**src/rtl/bounded_updown_counter_if.sv**
```systemverilog
// Bus bundle for bounded_updown_counter.
//   master : drives the control/bound inputs and receives the counter outputs
//   slave  : the counter side
// Signals: enable, upcount, mode[1:0], lo, hi, load, load_value (to counter);
//          out, dir, at_min, at_max, bound_evt, bound_err (from counter).
interface bounded_updown_counter_if #(
  parameter int unsigned WIDTH = 5
);
  logic             enable;
  logic             upcount;
  logic [1:0]       mode;
  logic [WIDTH-1:0] lo;
  logic [WIDTH-1:0] hi;
  logic             load;
  logic [WIDTH-1:0] load_value;
  logic [WIDTH-1:0] out;
  logic             dir;
  logic             at_min;
  logic             at_max;
  logic             bound_evt;
  logic             bound_err;

  modport master (
    output enable, upcount, mode, lo, hi, load, load_value,
    input  out, dir, at_min, at_max, bound_evt, bound_err
  );

  modport slave (
    input  enable, upcount, mode, lo, hi, load, load_value,
    output out, dir, at_min, at_max, bound_evt, bound_err
  );
endinterface

```
**src/rtl/bounded_updown_counter.sv**
```systemverilog
// Up/down counter with runtime bounds [lo, hi], synchronous load and three
// boundary modes (wrap, saturate, bounce).
// Ports:
//   clk   : rising-edge clock
//   reset : asynchronous active-high reset (out=0, dir=1, bound_evt=0)
//   bus   : slave modport of bounded_updown_counter_if carrying the controls,
//           bounds, load path and the out/dir/at_min/at_max/bound_evt/bound_err
//           outputs. out, dir and bound_evt are registered; the flags are
//           combinational on out, lo and hi.
module bounded_updown_counter #(
  parameter int unsigned WIDTH = 5
) (
  input logic                     clk,
  input logic                     reset,
  bounded_updown_counter_if.slave bus
);

  typedef enum logic [1:0] {
    MODE_WRAP     = 2'b00,
    MODE_SAT      = 2'b01,
    MODE_BOUNCE   = 2'b10,
    MODE_SAT_ALT  = 2'b11
  } mode_e;

  localparam logic [WIDTH-1:0] ONE = WIDTH'(1);

  logic [WIDTH-1:0] r_out;
  logic             r_dir;
  logic             r_evt;

  logic [WIDTH-1:0] w_out_nxt;
  logic             w_dir_nxt;
  logic             w_evt_nxt;
  logic             w_bound_err;
  logic             w_bounce;
  mode_e            w_mode;

  assign w_mode      = mode_e'(bus.mode);
  assign w_bounce    = (w_mode == MODE_BOUNCE);
  assign w_bound_err = (bus.lo > bus.hi);

  always_comb begin
    w_out_nxt = r_out;
    w_dir_nxt = r_dir;
    w_evt_nxt = 1'b0;

    if (bus.load) begin
      w_out_nxt = bus.load_value;
      w_dir_nxt = bus.upcount;
    end else if (bus.enable) begin
      // Outside bounce the direction simply tracks upcount; in bounce it is
      // owned by the reversal logic below.
      if (!w_bounce) begin
        w_dir_nxt = bus.upcount;
      end

      if (w_bound_err) begin
        w_out_nxt = r_out;
      end else if (r_out > bus.hi) begin
        w_out_nxt = bus.hi;
      end else if (r_out < bus.lo) begin
        w_out_nxt = bus.lo;
      end else if (w_bounce) begin
        if (bus.lo == bus.hi) begin
          // Single-point range: nowhere to move, so only reverse.
          w_dir_nxt = ~r_dir;
          w_evt_nxt = 1'b1;
        end else if (r_dir && (r_out == bus.hi)) begin
          w_dir_nxt = 1'b0;
          w_out_nxt = bus.hi - ONE;
          w_evt_nxt = 1'b1;
        end else if (!r_dir && (r_out == bus.lo)) begin
          w_dir_nxt = 1'b1;
          w_out_nxt = bus.lo + ONE;
          w_evt_nxt = 1'b1;
        end else begin
          w_out_nxt = r_dir ? (r_out + ONE) : (r_out - ONE);
        end
      end else if (bus.upcount) begin
        if (r_out == bus.hi) begin
          if (w_mode == MODE_WRAP) begin
            w_out_nxt = bus.lo;
            w_evt_nxt = 1'b1;
          end
        end else begin
          w_out_nxt = r_out + ONE;
        end
      end else begin
        if (r_out == bus.lo) begin
          if (w_mode == MODE_WRAP) begin
            w_out_nxt = bus.hi;
            w_evt_nxt = 1'b1;
          end
        end else begin
          w_out_nxt = r_out - ONE;
        end
      end
    end
  end

  always_ff @(posedge clk or posedge reset) begin
    if (reset) begin
      r_out <= '0;
      r_dir <= 1'b1;
      r_evt <= 1'b0;
    end else begin
      r_out <= w_out_nxt;
      r_dir <= w_dir_nxt;
      r_evt <= w_evt_nxt;
    end
  end

  assign bus.out       = r_out;
  assign bus.dir       = r_dir;
  assign bus.bound_evt = r_evt;
  assign bus.at_min    = (r_out == bus.lo);
  assign bus.at_max    = (r_out == bus.hi);
  assign bus.bound_err = w_bound_err;

endmodule

```
**src/flat_wrapper.sv**
```systemverilog
// flat-port wrapper written by rule: the top's interface ports become plain ports
module bounded_updown_counter_flat 
#(
  parameter int unsigned WIDTH = 5
)
  (clk, reset, bus_enable, bus_upcount, bus_mode, bus_lo, bus_hi, bus_load, bus_load_value, bus_out, bus_dir, bus_at_min, bus_at_max, bus_bound_evt, bus_bound_err);
  bounded_updown_counter_if #(.WIDTH(WIDTH)) bus_i ();
  input logic clk;
  input logic reset;
  input wire logic [$bits(bus_i.enable)-1:0] bus_enable;
  input wire logic [$bits(bus_i.upcount)-1:0] bus_upcount;
  input wire logic [$bits(bus_i.mode)-1:0] bus_mode;
  input wire logic [$bits(bus_i.lo)-1:0] bus_lo;
  input wire logic [$bits(bus_i.hi)-1:0] bus_hi;
  input wire logic [$bits(bus_i.load)-1:0] bus_load;
  input wire logic [$bits(bus_i.load_value)-1:0] bus_load_value;
  output wire logic [$bits(bus_i.out)-1:0] bus_out;
  output wire logic [$bits(bus_i.dir)-1:0] bus_dir;
  output wire logic [$bits(bus_i.at_min)-1:0] bus_at_min;
  output wire logic [$bits(bus_i.at_max)-1:0] bus_at_max;
  output wire logic [$bits(bus_i.bound_evt)-1:0] bus_bound_evt;
  output wire logic [$bits(bus_i.bound_err)-1:0] bus_bound_err;
  assign bus_i.enable = bus_enable;
  assign bus_i.upcount = bus_upcount;
  assign bus_i.mode = bus_mode;
  assign bus_i.lo = bus_lo;
  assign bus_i.hi = bus_hi;
  assign bus_i.load = bus_load;
  assign bus_i.load_value = bus_load_value;
  assign bus_out = bus_i.out;
  assign bus_dir = bus_i.dir;
  assign bus_at_min = bus_i.at_min;
  assign bus_at_max = bus_i.at_max;
  assign bus_bound_evt = bus_i.bound_evt;
  assign bus_bound_err = bus_i.bound_err;
  bounded_updown_counter #(.WIDTH(WIDTH)) u_core (.clk(clk), .reset(reset), .bus(bus_i));
endmodule
```
**config.mk**
```make
export PLATFORM = sky130hd
export DESIGN_NAME = bounded_updown_counter_flat
export DESIGN_NICKNAME = d
export VERILOG_FILES = /design/src/rtl/bounded_updown_counter_if.sv /design/src/rtl/bounded_updown_counter.sv /design/src/flat_wrapper.sv
export SDC_FILE = /design/constraint.sdc
export NUM_CORES = 1
export LEC_CHECK = 0
export ABC_AREA = 0
export BUFFER_PORTS_ARGS = -buffer_cell sky130_fd_sc_hd__buf_2
export CORE_UTILIZATION = 60
export DETAILED_ROUTE_END_ITERATION = 7
export PLACE_DENSITY = 0.91
export RECOVER_POWER = 25
export SLEW_MARGIN = 10
export SYNTH_ARGS = -nofsm -noshare
export SYNTH_HDL_FRONTEND = slang
export SYNTH_SLANG_ARGS = --single-unit
```
**constraint.sdc**
```tcl
create_clock -name clk -period 7 [get_ports clk]
set_input_delay 0.35 -clock clk [delete_from_list [all_inputs] [get_ports clk]]
set_output_delay 0.35 -clock clk [all_outputs]
set_load 0.02 [all_outputs]
```
Word level (Yosys, flattened, before mapping)
Index checks and enable logic that the tools add are counted.

word-level totals
  memory bits (writable) = 0
  ROM bits = 0
  input bits = 22
  memories = 0
  logic and storage cells = 63
  bits in latches = 0
  bits in registers = 7
  output and inout bits = 10

operators by class
  multiplexer cells = 38
  bitwise logic cells = 1
  $mul = 0
  $add $sub $neg = 4
  divide/modulo/power cells = 0
  eq/ne operators = 8
  order comparisons = 3
  reductions and logical operators = 6
  shift operators = 0

operators with widths
  operator               number
  $mux W5                15
  $mux W1                23
  $eq A5 B5 Y1           3
  $ne A7 B3 Y1 const B   2
  $add A5 B1 Y5 const B  2
  $gt A5 B5 Y1           2
  $sub A5 B1 Y5 const B  2
  $lt A5 B5 Y1           1
  $ne A5 B5 Y1 const B   1
  $reduce_and A5 Y1      1
  $eq A2 B2 Y1 const B   1
  $logic_and A1 B1 Y1    2
  $logic_not A2 Y1       1
  $ne A2 B2 Y1 const B   1
  $reduce_bool A2 Y1     1
  $logic_not A1 Y1       1
  $not A1 Y1             1

Depth between registers and ports, before layout
Gate-level depths: netlist (run 1).

  depth in word-level cells = 11
  gate-level depth with buffers = 11
  mapped depth without buffers = 9

Worst setup path before layout (run 1)
No wires, ideal clock.

  path type = reg-to-reg
  from = register u_core.r_out[3], in the netlist u_core.bus.out[3]
  to = register u_core.r_out[3], in the netlist u_core.bus.out[3]
  clock period less this slack = 2421 ps
  library setup time = 111 ps
  path slack = 4579 ps
  path buffers = 0
  required time = 6889 ps
  arrival = 2310 ps
  cell stages (with the launch flop) = 8
  cells stage by stage = dfrtp_1 -> ha_1 -> a21o_1 -> a2111oi_2 -> nor2_1 -> and3_1 -> or4_1 -> a222oi_1

between the ends
  cells in the longest elaborated chain, start to end = 11
  elaborated cells between the ends (all ways) = 25
  those cells by class = add/sub (2); order compare (2); eq/ne (5); mux (13); reduce/logical (3)

ends and longest elaborated chain
  element                                         RTL line                                                    RTL
  start, declared                                 bounded_updown_counter.sv:27                                logic [WIDTH-1:0] r_out;
  start signal, assigned                          bounded_updown_counter.sv:107                               r_out <= w_out_nxt;
  $sub A5 B1 Y5 (tied with other cells)           bounded_updown_counter.sv:77, bounded_updown_counter.sv:95
  $mux W5 or $logic_and A1 B1 Y1 (tied branches)  bounded_updown_counter.sv:77, bounded_updown_counter.sv:72
  $mux W5                                         bounded_updown_counter.sv:72                                end else if (!r_dir && (r_out == bus.lo)) begin
  $mux W5                                         bounded_updown_counter.sv:68                                end else if (r_dir && (r_out == bus.hi)) begin
  $mux W5                                         bounded_updown_counter.sv:64                                if (bus.lo == bus.hi) begin
  $mux W5                                         bounded_updown_counter.sv:63                                end else if (w_bounce) begin
  $mux W5                                         bounded_updown_counter.sv:61                                end else if (r_out < bus.lo) begin
  $mux W5                                         bounded_updown_counter.sv:59                                end else if (r_out > bus.hi) begin
  $mux W5                                         bounded_updown_counter.sv:57                                if (w_bound_err) begin
  $mux W5                                         bounded_updown_counter.sv:50                                end else if (bus.enable) begin
  $mux W5                                         bounded_updown_counter.sv:47                                if (bus.load) begin

Parallel ways exist; a longest one is shown, timed or not. The select of a mux whose other input is x is not followed.
A chain may end at the register's enable or synchronous reset.

Worst setup path after layout (run 1)
  from = register u_core.r_out[2], in the netlist u_core.bus.out[2]
  to = register u_core.r_out[1], in the netlist u_core.bus.out[1]

between the ends
  cells in the longest elaborated chain, start to end = 11
  elaborated cells between the ends (all ways) = 22
  those cells by class = order compare (2); eq/ne (5); mux (12); reduce/logical (3)

ends and longest elaborated chain
  element              RTL line
  $eq A5 B5 Y1         bounded_updown_counter.sv:72, bounded_updown_counter.sv:89
  $logic_and A1 B1 Y1  bounded_updown_counter.sv:72
  $mux W5              bounded_updown_counter.sv:72
  $mux W5              bounded_updown_counter.sv:68
  $mux W5              bounded_updown_counter.sv:64
  $mux W5              bounded_updown_counter.sv:63
  $mux W5              bounded_updown_counter.sv:61
  $mux W5              bounded_updown_counter.sv:59
  $mux W5              bounded_updown_counter.sv:57
  $mux W5              bounded_updown_counter.sv:50
  $mux W5              bounded_updown_counter.sv:47

Parallel ways exist; a longest one is shown, timed or not. The select of a mux whose other input is x is not followed.

==> flow_metrics.env, run 1 <==
export IMPL_fp_dieH_um=52.0
export IMPL_multi_input_area_um2=1200
export IMPL_finalSetupViolations=0
export IMPL_setup_ws_ns=4.32
export IMPL_drc=0
export IMPL_slew_viol_final=0
export IMPL_drive_gt1_frac=0.184
export IMPL_nets=270
export IMPL_num_vias=1767
export IMPL_fin_crit_ns=2.68
export IMPL_cts_resized_gates=0
export IMPL_cts_clk_slew_worst_paths_ns=0.06
export IMPL_dieArea_um2=2700
export IMPL_whs_ns=-0.000317
export IMPL_tightest_slew_ns=0.757
export IMPL_grt_pass1_wl_um=7620
export IMPL_syn_nets=241
export IMPL_wl_per_cell_um=18.1
export IMPL_fp_row_count=17
export IMPL_yosysSeqAreaShare=0.118
export IMPL_endpoint_kind="flop"
export IMPL_internal_power_mw=0.142
export IMPL_clockRootBuffer="clkbuf_4"
export IMPL_dp_hpwl_um=3650
export IMPL_area_delta_synth_final_pct=11.8
export IMPL_power_density_nw_per_um2=173
export IMPL_placed_cells=252
export IMPL_slew_headroom=0.494
export IMPL_synth_area_um2=1500
export IMPL_violations="hold timing"
export IMPL_cts_sinks=7
export IMPL_cts_buffers=3
export IMPL_drt_pass1_iter_count=7
export IMPL_maxClockFrequency_ghz=0.373
export IMPL_cp_cell_sequence="ha_1 > and3_2 > nand3_4 > inv_2 > a31oi_1 > o311ai_1 > and2_1 > a221o_1"
export IMPL_ir_drop_uv=139
export IMPL_crit_buf_inv=1
export IMPL_top_level_ports=32
export IMPL_hp_class="primary input to async pin"
export IMPL_synth_flop_cell="dfrtp_1"
export IMPL_rsz0062_at_grt="no"
export IMPL_yosys_cell_types_count=53
export IMPL_fillCellCount=185
export IMPL_grt_max_degree=15
export IMPL_cp_max_fo=11
export IMPL_synth_avg_cell_area_um2=7.49
export IMPL_routed_wl_um=4640
export IMPL_first_global_vias=1624
export IMPL_start_util=0.658
export IMPL_hold_viol_final=2
export IMPL_switching_power_mw=0.148
export IMPL_p_comb_frac=0.650
export IMPL_worstSetupStartpointType="flop"
export IMPL_num_antenna_cells=0
export IMPL_clockBufferDepth=2
export IMPL_antenna_found_initial=0
export IMPL_cts_hold_fix_buffers=0
export IMPL_setup_worst_path_class="flop to flop"
export IMPL_synthCells=200
export IMPL_worstPathArrival_ns=2.83
export IMPL_ant_nets=0
export IMPL_ys_warn_count=0
export IMPL_ys_seq_elements=7
export IMPL_finalCritPeriodShare=0.383
export IMPL_pre_cts_slack_ns=4.37
export IMPL_cts_setup_buffers=0
export IMPL_fp_dieW_um=52.0
export IMPL_finClkSkew_ns=0.0132
export IMPL_dr_first_iter_drc_count=136
export IMPL_cp_slowest_stage_delay_ns=0.59
export IMPL_final_cell_count_no_fill=256
export IMPL_avgViaCountPerCell=6.90
export IMPL_p_leak_nw=0.763
export IMPL_critPathRequiredTime_ns=7.15
export IMPL_p_clk_frac=0.132
export IMPL_port_buffer_count=31
export IMPL_maxCapViolCount=0
export IMPL_synth_edff_count=0
export IMPL_seqPwrFrac=0.218
export IMPL_clk_latency_ns=0.26
export IMPL_gr_total_overflow=0
export IMPL_grtUsageTotal=0.382
export IMPL_place_gp_congestion=1.06
export IMPL_tritoncts="yes"
export IMPL_finalSetupTns_ns=0
export IMPL_cts_max_level=1
export IMPL_outcome="finished, violations left"
export IMPL_sw_frac_of_total=0.511
export IMPL_regArea_um2=176
export IMPL_cpLargestDelayFamily="compound AO/OA/AOI/OAI gates"
export IMPL_coreArea_um2=2280
export IMPL_critPathSlowestCell="dfrtp_1"
export IMPL_synth_async_reset_ratio=1.00
[final timing paths]
kind                       slack [ns]                          start  cells past startpoint                            end
max                              4.32  u_core.bus.out[2]$_DFFE_PP0P_                      8  u_core.bus.out[1]$_DFFE_PP0P_
min                           -0.0003                          reset                      2  u_core.bus.out[0]$_DFFE_PP0P_
max reg2reg                      4.32  u_core.bus.out[2]$_DFFE_PP0P_                      8  u_core.bus.out[1]$_DFFE_PP0P_
min reg2reg                      0.72  u_core.bus.out[0]$_DFFE_PP0P_                      1  u_core.bus.out[0]$_DFFE_PP0P_
max in group asynchronous        6.73                          reset                      2     u_core.bus.dir$_DFFE_PP1P_
min in group clk                 0.34              bus_load_value[0]                      2  u_core.bus.out[0]$_DFFE_PP0P_
[final cells by class]
cell class                 instances  area share
timing repair buffer              31      0.0927
inverter                          22      0.0493
sequential                         7       0.105
multi-input combinational        164       0.716
tap                               28      0.0209
clock buffer                       4      0.0157
[placed cells by master, fill, tap and decap left out, types with 2 or more instances in the layout]
cell and n:
a211o_1 2, a211oi_1 3, a21o_1 3, a21oi_1 14, a221o_1 3, a31oi_1 6, and2_1 5, and3_1 3
buf_2 31, clkbuf_4 3, dfrtp_1 6, ha_1 19, inv_1 21, nand2_1 11, nand3_1 11, nand4_1 2
nor2_1 10, nor2b_1 4, nor3_1 6, nor3b_1 3, o2111ai_1 4, o211ai_1 7, o21ai_0 9, o21ai_1 2
o311ai_1 2, o31a_1 3, o31ai_1 2, xnor2_1 9
[sequential cells by signal, indices dropped and copies added, names as in the netlist]
register / cells
u_core.bus.out: 5
u_core.bus.bound_evt: 1
u_core.bus.dir: 1
[routing by layer]
layer	vias up	track usage	part of all wire
met5	-	0	0
met4	0	0.167	0.039
met3	23	0.0497	0.13
met2	157	0.594	0.45
met1	767	0.519	0.38
li1	820	-	-
[per-stage QoR]
step	utilization	area, µm²	hold slack, ns	power (mW)
final	0.736	1670	-0.000317	0.290
after global routing	0.736	1670	0.0377	0.310
after CTS	0.736	1670	0.00432	0.284
after detailed placement	0.724	1650	0.288	0.244
after global placement	0.724	1650	0.277	0.243
after floorplan	-	1500	0.153	0.195
[Yosys cell counts (2+ instances only)]
cell type  instances  area (µm²)
a21oi_1           14        70.1
nor3_1             6        30.0
o2111ai_1          4        35.0
o31a_1             3        26.3
inv_1             21        78.8
nor3b_1            3        22.5
o31ai_1            2        15.0
nor2b_1            4        25.0
a31oi_1            6        37.5
o21ai_0            9        45.0
o211ai_1           7        52.6
and3_1             3        18.8
nand2_1           11        41.3
a21o_1             3        22.5
a221o_1            3        30.0
and2_1             5        31.3
buf_2              2        10.0
nand3_1           11        55.1
ha_1              19         238
xnor2_1            9        78.8
o21ai_1            2        10.0
clkbuf_1           3        11.3
nor2_1            10        37.5
nand4_1            2        12.5
dfrtp_1            6         150
a211o_1            2        17.5
a211oi_1           3        22.5
o311ai_1           2        17.5
[cell families after synthesis]
family          synth area share
compound gates             0.343
xor+xnor                  0.0585
fa+ha+maj                  0.159
buf+inv                   0.0819
flops                      0.118
mux                      0.00752
simple gates               0.233
[worst reg2reg max path, cell delays in order (launching register included)]
cell and delay, ns:
dfrtp_1 0.59, ha_1 0.32, and3_2 0.23, nand3_4 0.14, inv_2 0.12, a31oi_1 0.36, o311ai_1 0.23, and2_1 0.24
a221o_1 0.34
[power groups by stage]
stage	logic [mW]	registers, mW	clock network, mW
floorplan	0.133	0.0622	0
global placement	0.180	0.0633	0
detailed placement	0.181	0.0633	0
CTS	0.182	0.0628	0.0390
global route	0.205	0.0641	0.0407
finish	0.189	0.0634	0.0383
Note: power is estimated with default switching activity, not from simulation.
==> inputs of run 2 (changes only) <==
ABC_AREA = 1   (was 0)
CORE_UTILIZATION = 51   (was 60)
PLACE_DENSITY = 0.81   (was 0.91)
clock period = 2.45 ns   (was 7 ns; I/O delays follow)
==> run 2 against run 1 <==
  * The run now ends clean
  * Flip-flop and latch count stayed put
  * Final cell count is 45% higher
  * Sequential share of layout area is 1.3 points lower
  * Worst setup slack worse by 4.1 ns
  * Area after synthesis rose by 11%
  * Combinational power grew to 4.3 times the previous value
  * Cell area up 14%
  * Critical path type unchanged
  * Largest power group unchanged
==> flow_metrics.env, run 2 <==
export IMPL_outcome="finished, final reports clean"
export IMPL_antenna_found_initial=0
export IMPL_fin_crit_ns=2.27
export IMPL_clk_latency_ns=0.26
export IMPL_hp_class="primary input to flop"
export IMPL_start_util=0.538
export IMPL_num_antenna_cells=0
export IMPL_drt_met1_wl_um=2270
export IMPL_final_common_cell="nand2_1"
export IMPL_cts_setup_buffers=0
export IMPL_hold_viol_final=0
export IMPL_fp_dieH_um=59.0
export IMPL_dr_first_iter_drc_count=163
export IMPL_setup_worst_path_class="flop to flop"
export IMPL_fp_dieW_um=59.0
export IMPL_rsz0062_at_grt="no"
export IMPL_synth_flop_cell="dfrtp_1"
export IMPL_cts_sinks=7
export IMPL_port_buffer_count=31
export IMPL_synth_most_common_cell="nand2_1"
export IMPL_wl_met2_um=2360
export IMPL_whs_ns=0.130
export IMPL_routed_wl_um=5110
export IMPL_critPathRequiredTime_ns=2.60
export IMPL_clockBufferDepth=2
export IMPL_pre_cts_slack_ns=0.249
export IMPL_grtUsageTotal=0.310
export IMPL_ant_nets=0
export IMPL_slew_headroom=0.756
export IMPL_place_gp_congestion=0.966
export IMPL_drive_gt1_frac=0.174
export IMPL_finalSetupViolations=0
export IMPL_top_level_ports=32
export IMPL_yosysSeqAreaShare=0.106
export IMPL_syn_nets=332
export IMPL_worstSetupStartpointType="flop"
export IMPL_synthTopCellsByArea="nand2_1 (22%), ha_1 (14%), nand3_1 (11%), inv_1 (9.5%), dfrtp_1 (9.1%)"
export IMPL_nets=370
export IMPL_clockRootBuffer="clkbuf_4"
export IMPL_ys_warn_count=0
export IMPL_worstPathArrival_ns=2.42
export IMPL_tritoncts="yes"
export IMPL_first_global_vias=1629
export IMPL_cts_clk_slew_worst_paths_ns=0.06
export IMPL_area_delta_synth_final_pct=15.7
export IMPL_tightest_slew_ns=0.366
export IMPL_wl_met3_um=472
export IMPL_grt_max_degree=12
export IMPL_avgViaCountPerCell=5.42
export IMPL_dieArea_um2=3480
export IMPL_setup_ws_ns=0.181
export IMPL_finClkSkew_ns=0.00115
export IMPL_synth_top_cell_area_share=0.220
export IMPL_endpoint_kind="flop"
export IMPL_cp_max_fo=9
export IMPL_final_area_um2=1920
export IMPL_maxCapViolCount=0
export IMPL_ys_top_cells_by_count="nand2_1 (97), inv_1 (42), nand3_1 (35)"
export IMPL_finalSetupTns_ns=0
export IMPL_maxClockFrequency_ghz=0.441
export IMPL_num_vias=2015
export IMPL_fillCellCount=330
export IMPL_drc=0
export IMPL_gr_total_overflow=0
export IMPL_grt_pass1_wl_um=7980
export IMPL_yosysTopAreaCell="nand2_1"
export IMPL_synth_avg_cell_area_um2=5.69
export IMPL_cts_buffers=3
export IMPL_yosys_cell_types_count=31
export IMPL_ir_drop_uv=291
export IMPL_final_cell_count_no_fill=372
export IMPL_slew_viol_final=0
export IMPL_fp_row_count=20
export IMPL_finalCritPeriodShare=0.926
export IMPL_cts_max_level=1
export IMPL_layout_common_cells="nand2_1 (97), inv_1 (42), nand3_1 (35)"
export IMPL_largest_reg_flops=5
export IMPL_synth_async_reset_ratio=1.00
export IMPL_wl_per_cell_um=13.7
export IMPL_drt_pass1_iter_count=5
export IMPL_postPlaceCellArea_um2=1880
export IMPL_coreArea_um2=3080
export IMPL_dp_hpwl_um=4220
export IMPL_synth_edff_count=0
export IMPL_placed_cells=367
export IMPL_p_leak_nw=1.16
export IMPL_synth_area_um2=1660
export IMPL_ys_seq_elements=7
export IMPL_power_density_nw_per_um2=585
export IMPL_routed_top_layer="met3"
export IMPL_synthCells=291
[run 2: changes by cell type after synthesis, sizes merged, moves of 7 or more]
cell and change:
nand2 +90, inv +24, nor2 +19, xnor2 -7, nand3 +25
[run 2: final cells by class]
cell class | instances | area, µm² | area share
clock buffers | 4 | 26.3 | 0.0137
inverters | 46 | 173 | 0.0901
flip-flops and latches | 7 | 176 | 0.0920
multi-input cells | 235 | 1290 | 0.674
well taps | 44 | 55.1 | 0.0287
repair buffers | 36 | 195 | 0.102
[run 2: timing repair]
action	in CTS	in global routing
hold buffers	1	0
resized for setup	0	0
endpoints found under the hold margin	6	0
[run 2: kinds of logic (layout without fill, tap and decap cells)]
| kind of cell | count (synthesis) | count (layout) | share of synthesized area |
|---|---|---|---|
| AND/OR/NAND/NOR | 182 | 182 | 0.492 |
| flip-flops | 7 | 7 | 0.106 |
| XOR/XNOR | 6 | 6 | 0.0317 |
| buffers and inverters | 49 | 86 | 0.114 |
| AO/OA/AOI/OAI | 28 | 28 | 0.112 |
| adder cells (fa/ha/maj) | 19 | 19 | 0.144 |
[run 2: worst max-delay path, cell delays in order, from the launching register on]
cell,delay (ns)
dfrtp_1,0.46
inv_1,0.12
ha_1,0.31
nand3_1,0.09
nor2_2,0.31
nand2_1,0.25
o21ai_0,0.23
nand3b_1,0.13
nand2_1,0.05
nand2_1,0.07
nand2_1,0.05
nand2_1,0.05
nand2_1,0.04
[run 2: worst paths after layout]
kind	start	to	slack (ns)	cells past startpoint
worst max-delay path	u_core.bus.out[0]$_DFFE_PP0P_	u_core.bus.out[2]$_DFFE_PP0P_	0.18	12
worst min-delay path	bus_enable	u_core.bus.dir$_DFFE_PP1P_	0.13	3
worst max register to register	u_core.bus.out[0]$_DFFE_PP0P_	u_core.bus.out[2]$_DFFE_PP0P_	0.18	12
worst min register to register	u_core.bus.out[0]$_DFFE_PP0P_	u_core.bus.out[0]$_DFFE_PP0P_	0.65	2
max in group asynchronous	reset	u_core.bus.dir$_DFFE_PP1P_	1.78	3
min in group asynchronous	reset	u_core.bus.out[2]$_DFFE_PP0P_	0.39	3
[run 2: per-layer routing]
metal,global-route usage,vias to the layer above
met5,0,-
met4,0.0170,0
met3,0.0480,0
met2,0.516,95
met1,0.443,902
li1,-,1018
[run 2: stage by stage]
stage | util | power [mW]
after floorplan | - | 0.776
after global placement | 0.611 | 0.988
after detailed placement | 0.611 | 0.996
after CTS | 0.623 | 1.11
after global routing | 0.623 | 1.23
final | 0.623 | 1.12
[run 2: power breakdown]
part | total (mW) | internal, mW | switching (mW)
Sequential | 0.190 | 0.140 | 0.0499
Clock | 0.114 | 0.0627 | 0.0512
Combinational | 0.818 | 0.286 | 0.532
==> inputs of run 3 (changes only) <==
GPL_TIMING_DRIVEN = 0   (was unset)
==> run 3 against run 2 <==
  * Critical path depth stayed put
  * Flip-flop and latch count stayed put
  * Utilization is 0.45 points lower
  * Worst hold slack worse by 0.010 ns
  * Cell area is 0.72% lower
  * Wire length is 3.9% lower
  * Combinational power is 2% lower
  * Clock power hardly changed
  * Largest power group unchanged
==> flow_metrics.env, run 3 (synthesis gave the netlist of run 2 again) <==
export IMPL_outcome="finished, final reports clean"
export IMPL_num_vias=2005
export IMPL_cp_slowest_stage_delay_ns=0.48
export IMPL_hold_viol_final=0
export IMPL_clk_latency_ns=0.26
export IMPL_cts_sinks=7
export IMPL_largest_reg_flops=5
export IMPL_worstSetupStartpointType="flop"
export IMPL_wl_per_cell_um=13.2
export IMPL_cp_cell_sequence="ha_1 > nand2_2 > nor2_8 > nand2_4 > nand2_2 > nand2_1 > nor2_1 > nand2_1 > nand2_1 > nand2_1 > nand2_1 > nand2_1"
export IMPL_clockBufferDepth=2
export IMPL_nets=369
export IMPL_setup_worst_path_class="flop to flop"
export IMPL_maxCapViolCount=0
export IMPL_rsz0062_at_grt="no"
export IMPL_dieArea_um2=3480
export IMPL_area_delta_synth_final_pct=14.9
export IMPL_placed_cells=366
export IMPL_coreArea_um2=3080
export IMPL_first_global_vias=1722
export IMPL_whs_ns=0.119
export IMPL_critPathRequiredTime_ns=2.61
export IMPL_antenna_found_initial=0
export IMPL_num_antenna_cells=0
export IMPL_power_density_nw_per_um2=583
export IMPL_endpoint_kind="flop"
export IMPL_final_area_um2=1900
export IMPL_fp_dieH_um=59.0
export IMPL_rrSetupSlack_ns=0.30
export IMPL_cts_buffers=3
export IMPL_cts_max_level=1
export IMPL_layout_common_cells="nand2_1 (97), inv_1 (42), nand3_1 (35)"
export IMPL_cts_setup_buffers=0
export IMPL_maxClockFrequency_ghz=0.466
export IMPL_finalSetupTns_ns=0
export IMPL_ir_drop_uv=272
export IMPL_finalSetupViolations=0
export IMPL_finalCritPeriodShare=0.876
export IMPL_crit_path_frequent_cell="nand2_1"
export IMPL_gr_total_overflow=0
export IMPL_postPlaceCellArea_um2=1870
export IMPL_worstPathArrival_ns=2.30
export IMPL_hp_class="primary input to flop"
export IMPL_fin_util=0.618
export IMPL_drc=0
export IMPL_fp_dieW_um=59.0
export IMPL_finClkSkew_ns=0.00106
export IMPL_grt_pass1_wl_um=8070
export IMPL_cp_max_fo=10
export IMPL_slew_headroom=0.693
export IMPL_slew_viol_final=0
export IMPL_cts_clk_slew_worst_paths_ns=0.06
export IMPL_ant_nets=0
export IMPL_grt_max_degree=11
export IMPL_dr_first_iter_drc_count=155
export IMPL_clockRootBuffer="clkbuf_4"
export IMPL_top_level_ports=32
export IMPL_p_leak_nw=1.15
export IMPL_critPathSlowestCell="dfrtp_1"
export IMPL_final_common_cell="nand2_1"
export IMPL_final_cell_count_no_fill=371
export IMPL_fin_crit_ns=2.15
export IMPL_avgViaCountPerCell=5.40
export IMPL_start_util=0.538
export IMPL_grtUsageTotal=0.312
export IMPL_dp_hpwl_um=3940
export IMPL_fp_row_count=20
export IMPL_tritoncts="yes"
export IMPL_drt_pass1_iter_count=5
export IMPL_drive_gt1_frac=0.168
export IMPL_routed_wl_um=4910
export IMPL_tightest_slew_ns=0.460
export IMPL_place_gp_congestion=0.975
export IMPL_port_buffer_count=31
export IMPL_cts_resized_gates=0
## run 3: cell type report
cell class | instances | area, µm²
Sequential cell | 7 | 176
Inverter | 46 | 173
Buffer | 3 | 16.3
Tap cell | 44 | 55.1
Fill cell | 321 | 1170
Clock buffer | 4 | 26.3
Timing Repair Buffer | 32 | 165
Multi-Input combinational cell | 235 | 1290
## run 3: timing repair
item	CTS	global route
hold buffers	1	0
setup endpoints to repair	0	0
hold endpoints to repair	6	0
## run 3: metal layers
layer  up-vias  track usage  share of wire
li1       1006            -              -
met1       874        0.461           0.45
met2       105        0.463           0.43
met3        20       0.0371          0.088
met4         0        0.112          0.032
met5         -            0              0
## run 3: path summary, 6_finish.rpt
kind,from,to,cells after the start
worst max-delay path,u_core.bus.out[4]$_DFFE_PP0P_,u_core.bus.out[4]$_DFFE_PP0P_,12
min in group asynchronous,reset,u_core.bus.out[3]$_DFFE_PP0P_,3
worst min register to register,u_core.bus.out[0]$_DFFE_PP0P_,u_core.bus.out[0]$_DFFE_PP0P_,2
worst min-delay path,bus_enable,u_core.bus.dir$_DFFE_PP1P_,3
worst max register to register,u_core.bus.out[4]$_DFFE_PP0P_,u_core.bus.out[4]$_DFFE_PP0P_,12
max in group asynchronous,reset,u_core.bus.dir$_DFFE_PP1P_,3
## run 3: metrics by stage
step                      power, mW  worst slack, ns
after floorplan               0.776            0.507
after global placement        0.963            0.372
after detailed placement      0.976            0.363
after CTS                      1.10            0.337
after global routing           1.23            0.102
final                          1.11            0.305
## run 3: report_power, final
group | switching, mW | total, mW | leakage, nW | internal, mW
Combinational | 0.524 | 0.800 | 1.05 | 0.276
Sequential | 0.0532 | 0.193 | 0.0830 | 0.140
Clock | 0.0534 | 0.116 | 0.0150 | 0.0629
## run 3: worst max-delay path, delay by kind of cell (launching register included)
family | cells | cell delay (ns)
adder cells (fa/ha/maj) | 1 | 0.37
AND/OR/NAND/NOR | 11 | 1.17
flip-flops | 1 | 0.48
